$ cat config.mk
export PLATFORM = sky130hd
export DESIGN_NAME = uart_tx_arbiter_flat
export DESIGN_NICKNAME = d
export VERILOG_FILES = /design/src/rtl/uart_tx_arbiter_if.sv /design/src/rtl/uart_tx_arbiter.sv /design/src/flat_wrapper.sv
export SDC_FILE = /design/constraint.sdc
export NUM_CORES = 1
export LEC_CHECK = 0
export ABC_AREA = 1
export BUFFER_PORTS_ARGS = -buffer_cell sky130_fd_sc_hd__buf_2
export CAP_MARGIN = 0
export CORE_MARGIN = 5
export CORE_UTILIZATION = 45
export CTS_BUF_LIST = sky130_fd_sc_hd__clkbuf_16
export DETAILED_ROUTE_END_ITERATION = 8
export PLACE_DENSITY = 0.66
export SLEW_MARGIN = 0
export SYNTH_ARGS = -nofsm -noshare
export SYNTH_HDL_FRONTEND = slang
export SYNTH_SLANG_ARGS = --single-unit
$ cat constraint.sdc
create_clock -name clk -period 3 [get_ports clk]
set_input_delay 0.75 -clock clk [delete_from_list [all_inputs] [get_ports clk]]
set_output_delay 0.75 -clock clk [all_outputs]
set_load 0.01 [all_outputs]
$ cat src/rtl/uart_tx_arbiter_if.sv
// Signals between the two-requester UART transmit arbiter and its users.
// The requester side is the master and the arbiter is the slave.
interface uart_tx_arbiter_if;
    logic       req0;
    logic [7:0] data0;
    logic       ack0;
    logic       req1;
    logic [7:0] data1;
    logic       ack1;
    logic       txd;
    logic       busy;
    logic       grant_id;

    modport master (
        output req0, data0, req1, data1,
        input  ack0, ack1, txd, busy, grant_id
    );

    modport slave (
        input  req0, data0, req1, data1,
        output ack0, ack1, txd, busy, grant_id
    );
endinterface

$ cat src/rtl/uart_tx_arbiter.sv
// Round-robin arbiter that serialises bytes from two requesters onto one 8N1 UART line.
// An optional idle gap follows every stop bit.
module uart_tx_arbiter #(
    parameter int SYSTEM_CLOCK = 32000000,
    parameter int BAUD_RATE    = 9600,
    parameter int GAP_BITS     = 1
) (
    input  logic             clk,
    input  logic             rst,
    uart_tx_arbiter_if.slave bus
);
    localparam int CYC_COUNT = SYSTEM_CLOCK / BAUD_RATE;
    localparam int CW        = (CYC_COUNT > 1) ? $clog2(CYC_COUNT) : 1;
    localparam logic [CW-1:0] CYC_LAST = CW'(CYC_COUNT - 1);
    localparam logic [3:0]    GAP_LAST = 4'(GAP_BITS - 1);

    typedef enum logic [2:0] {IDLE, START, DATA, STOP, GAP} state_t;

    state_t        state, state_next;
    logic [CW-1:0] cnt, cnt_next;
    logic [2:0]    bit_idx, bit_idx_next;
    logic [3:0]    gap_cnt, gap_cnt_next;
    logic [7:0]    shift, shift_next;
    logic          txd_q, txd_next;
    logic          ack0_q, ack0_next;
    logic          ack1_q, ack1_next;
    logic          grant_q, grant_next;
    logic          last_q, last_next;
    logic          pick;
    logic          bit_done;

    assign bit_done = (cnt == CYC_LAST);

    // The round-robin pointer resets to "1 was last" so requester 0 wins the first tie.
    always_ff @(posedge clk or posedge rst) begin
        if (rst) begin
            state   <= IDLE;
            cnt     <= '0;
            bit_idx <= '0;
            gap_cnt <= '0;
            shift   <= '0;
            txd_q   <= 1'b1;
            ack0_q  <= 1'b0;
            ack1_q  <= 1'b0;
            grant_q <= 1'b0;
            last_q  <= 1'b1;
        end else begin
            state   <= state_next;
            cnt     <= cnt_next;
            bit_idx <= bit_idx_next;
            gap_cnt <= gap_cnt_next;
            shift   <= shift_next;
            txd_q   <= txd_next;
            ack0_q  <= ack0_next;
            ack1_q  <= ack1_next;
            grant_q <= grant_next;
            last_q  <= last_next;
        end
    end

    always_comb begin
        state_next   = state;
        cnt_next     = cnt;
        bit_idx_next = bit_idx;
        gap_cnt_next = gap_cnt;
        shift_next   = shift;
        txd_next     = txd_q;
        ack0_next    = 1'b0;
        ack1_next    = 1'b0;
        grant_next   = grant_q;
        last_next    = last_q;
        pick         = 1'b0;

        if (state != IDLE) begin
            cnt_next = bit_done ? '0 : cnt + 1'b1;
        end

        // Every line value is computed one cycle ahead so txd comes straight from a flop.
        case (state)
            IDLE: begin
                txd_next = 1'b1;
                if (bus.req0 || bus.req1) begin
                    pick       = (bus.req0 && bus.req1) ? ~last_q : bus.req1;
                    grant_next = pick;
                    last_next  = pick;
                    shift_next = pick ? bus.data1 : bus.data0;
                    ack0_next  = ~pick;
                    ack1_next  = pick;
                    txd_next   = 1'b0;
                    cnt_next   = '0;
                    state_next = START;
                end
            end
            START: begin
                if (bit_done) begin
                    bit_idx_next = 3'd0;
                    txd_next     = shift[0];
                    state_next   = DATA;
                end
            end
            DATA: begin
                if (bit_done) begin
                    bit_idx_next = bit_idx + 3'd1;
                    if (bit_idx == 3'd7) begin
                        txd_next   = 1'b1;
                        state_next = STOP;
                    end else begin
                        txd_next = shift[bit_idx_next];
                    end
                end
            end
            STOP: begin
                if (bit_done) begin
                    gap_cnt_next = 4'd0;
                    state_next   = (GAP_BITS > 0) ? GAP : IDLE;
                end
            end
            GAP: begin
                if (bit_done) begin
                    if (gap_cnt == GAP_LAST) begin
                        state_next = IDLE;
                    end else begin
                        gap_cnt_next = gap_cnt + 4'd1;
                    end
                end
            end
            default: begin
                state_next = IDLE;
                txd_next   = 1'b1;
            end
        endcase
    end

    assign bus.txd      = txd_q;
    assign bus.ack0     = ack0_q;
    assign bus.ack1     = ack1_q;
    assign bus.busy     = (state != IDLE);
    assign bus.grant_id = grant_q;
endmodule

$ cat src/flat_wrapper.sv
// flat-port wrapper written by rule: the top's interface ports become plain ports
module uart_tx_arbiter_flat 
#(
    parameter int SYSTEM_CLOCK = 32000000,
    parameter int BAUD_RATE    = 9600,
    parameter int GAP_BITS     = 1
)
  (clk, rst, bus_req0, bus_data0, bus_req1, bus_data1, bus_ack0, bus_ack1, bus_txd, bus_busy, bus_grant_id);
  uart_tx_arbiter_if bus_i ();
  input  logic clk;
  input  logic rst;
  input wire logic [$bits(bus_i.req0)-1:0] bus_req0;
  input wire logic [$bits(bus_i.data0)-1:0] bus_data0;
  input wire logic [$bits(bus_i.req1)-1:0] bus_req1;
  input wire logic [$bits(bus_i.data1)-1:0] bus_data1;
  output wire logic [$bits(bus_i.ack0)-1:0] bus_ack0;
  output wire logic [$bits(bus_i.ack1)-1:0] bus_ack1;
  output wire logic [$bits(bus_i.txd)-1:0] bus_txd;
  output wire logic [$bits(bus_i.busy)-1:0] bus_busy;
  output wire logic [$bits(bus_i.grant_id)-1:0] bus_grant_id;
  assign bus_i.req0 = bus_req0;
  assign bus_i.data0 = bus_data0;
  assign bus_i.req1 = bus_req1;
  assign bus_i.data1 = bus_data1;
  assign bus_ack0 = bus_i.ack0;
  assign bus_ack1 = bus_i.ack1;
  assign bus_txd = bus_i.txd;
  assign bus_busy = bus_i.busy;
  assign bus_grant_id = bus_i.grant_id;
  uart_tx_arbiter #(.SYSTEM_CLOCK(SYSTEM_CLOCK), .BAUD_RATE(BAUD_RATE), .GAP_BITS(GAP_BITS)) u_core (.clk(clk), .rst(rst), .bus(bus_i));
endmodule
==> results by group <==
Pwr
  • Internal power: a little under 0.9 mW
  • Reg power frac: 0.445
  • NetSw: between 0.2 and 0.25 mW
  • Lkg Pwr: approximately 1.1 nW
  • Clock power share: 0.514
  • Net Sw Frac: 0.196
  • Gate power share: 0.041
  • PD cells: about 470 nW/µm²
  • Tot Pwr: 1.10 mW
  • Worst vdd ir: slightly below 0.3 mV

Layout
  • N_diodes: 0
  • Final Instance Area: 2350 µm²
  • Final Util: 0.541
  • Syn-to-layout area delta: 17.3%
  • Layout cells sized above 1: 0.216
  • Final Non-Filler Cells: 348
  • Most frequent cells in the layout: nand2_1 (71), dfrtp_1 (33), buf_2 (24), nor2_1 (23), inv_1 (23)
  • Commonest non-fill, non-tap cell in the layout: nand2_1
  • Post-layout net count: around 320

Logic synthesis
  • Post-synth cell types: 28
  • #FFs+latches synth: 35
  • Syn Nets: 291
  • Syn Area/Cell: about 7.6 µm²
  • Synth Instances: 265
  • Post-synthesis sequential area ratio: 0.438
  • Syn Std Cell Area: 2010 µm²
  • Syn. warnings: 0

Hold path
  • Worst hold path class: flop to flop

CTS
  • CTS sink count: 35
  • Root Driver: clkbuf_16
  • # H-tree levels: 2
  • TritonCTS buffer count: 5
  • Worst-path clk slew: 0.05 ns
  • Clk buf depth: 2
  • TritonCTS clock tree: yes
  • Post-CTS Setup Bufs: 0
  • Post-CTS Hold Buffers: 0
  • Post_cts resized: 0
  • Worst-Skew Late Latency: between 0.2 and 0.3 ns

GRT
  • Initial antenna violation count: 0
  • Total Routing Usage GR: 0.156
  • Largest net degree at the start of global routing: 36
  • Vias in the first global route: roughly 1800
  • First-pass GRT wire length: approximately 7.7 mm
  • Grt ovf: 0

Drt
  • DRC: 0
  • DR iter-0 viols: 86
  • Vias/cell: around 5
  • Via Count: approximately 1800
  • Detailed Route WL: 4.29 mm
  • First drt pass iteration count: 4
  • WL/cell: 12.3 µm
  • Final ANT Viol Nets: 0

STA
  • Fin crit share: 0.675
  • Unrepaired setup endpoints after global routing: no
  • Setup TNS: 0 ns
  • Slew Limit Fails: 0
  • Clock skew: around 0.0053 ns
  • Slew headroom: 0.624
  • Tmin final: 2.03 ns
  • Final Setup Violations: 0
  • Final hold violation count: 0
  • Worst-margin pin slew: between 0.5 and 0.6 ns
  • Max Freq: approximately 0.49 GHz

Die
  • Initial Util: 0.461
  • IO Pins: 25
  • FP Rows: 24
  • Die area: around 5900 µm²
  • Die height: ~77 µm
  • Core area: approximately 4400 µm²
  • Die width: approximately 77 µm

Worst setup path
  • Crit Path Class: flop to primary output
  • CP Launch Type: flop
  • Critical path required time: 2.25 ns
  • Critical Path Fanout Max: 6
  • CP Capture Type: primary output
  • CP arrival: between 1 and 1.5 ns

Placed design
  • Final GP Congestion: 0.902
  • Placed cell count: 340
  • DP Area: 2190 µm²
  • IO Port Bufs: 24
  • Hpwl dp: around 3.2 mm

Run
  • Maxcap violations: 0

Status
  • Status: finished, final reports clean
## flip-flops by register name, indices dropped and copies added, names as in the netlist
name	flops
u_core.bus.ack1	1
u_core.last_q	1
u_core.gap_cnt	4
u_core.bus.ack0	1
u_core.shift	8
u_core.state	3
u_core.bus.txd	1
u_core.bit_idx	3
u_core.bus.grant_id	1
u_core.cnt	12
## worst max-delay path, cell delays in order (launching register included)
cell     delay (ns)
dfrtp_1        0.43
nor2_2         0.23
nand2_2        0.17
buf_2          0.18
## synth_stat cells
cell / count / area (µm²)
a21oi_1: 3 / 15.0
a21oi_2: 3 / 26.3
a31oi_1: 1 / 6.26
buf_1: 1 / 3.75
buf_2: 1 / 5.00
dfrtp_1: 33 / 826
dfstp_2: 2 / 52.6
ha_1: 6 / 75.1
inv_1: 21 / 78.8
inv_2: 13 / 48.8
nand2_1: 71 / 267
nand2_2: 4 / 25.0
nand3_1: 21 / 105
nand3_2: 2 / 20.0
nand3b_1: 1 / 7.51
nand4_1: 5 / 31.3
nor2_1: 23 / 86.3
nor2_2: 5 / 31.3
nor2_4: 2 / 22.5
nor3_1: 2 / 10.0
nor3_2: 1 / 10.0
o21ai_0: 16 / 80.1
o21ai_1: 14 / 70.1
o21ai_2: 1 / 8.76
o22ai_1: 7 / 43.8
o31ai_1: 1 / 7.51
xnor2_1: 2 / 17.5
xor2_1: 3 / 26.3
## power groups by stage
stage	Clock [mW]	Sequential [mW]	Combinational (mW)
6_report	0.568	0.491	0.0458
5_1_grt	0.604	0.492	0.0552
4_1_cts	0.581	0.490	0.0474
3_5_place_dp	0	0.498	0.0470
3_3_place_gp	0	0.498	0.0466
2_1_floorplan	0	0.497	0.0266
## layer usage
layer  vias up  global-route usage  wire, µm
met1       800               0.213      2110
met3         7              0.0433       186
li1        927                   -         -
met4         0              0.0594        70
met5         -                   0         0
met2        31               0.235      1920
## per-stage QoR
step | worst slack (ns) | hold WS, ns
after floorplan | 1.44 | 0.443
after global placement | 0.951 | 0.455
after detailed placement | 0.905 | 0.455
after CTS | 0.974 | 0.463
after global routing | 0.886 | 0.489
final | 0.974 | 0.460
## area by class of cell
class | count | area [µm²]
Fill cell | 406 | 2000
Multi-Input combinational cell | 194 | 992
Sequential cell | 35 | 878
Timing Repair Buffer | 25 | 128
Inverter | 34 | 128
Clock buffer | 5 | 125
Tap cell | 52 | 65.1
Clock inverter | 3 | 37.5
## final timing paths
check	startpoint	end	slack, ns	cells after the start
max in group asynchronous	rst	u_core.bus.txd	2.10	3
min in group asynchronous	rst	u_core.cnt[0]	0.56	3
worst min-delay path	u_core.last_q	u_core.last_q	0.46	2
worst max-delay path	u_core.state[0]	bus_busy	0.97	3
worst min register to register	u_core.last_q	u_core.last_q	0.46	2
worst max register to register	u_core.state[0]	u_core.state[1]	1.34	7
## logic make-up (layout without fill, tap and decap cells)
kind of cell / after synthesis / count (layout) / share of synthesized area
buf+inv: 36 / 67 / 0.0680
compound gates: 46 / 46 / 0.128
fa+ha+maj: 6 / 6 / 0.0374
simple gates: 137 / 137 / 0.307
flops: 35 / 35 / 0.438
xor+xnor: 5 / 5 / 0.0218
Note: power is estimated with default switching activity, not from simulation.
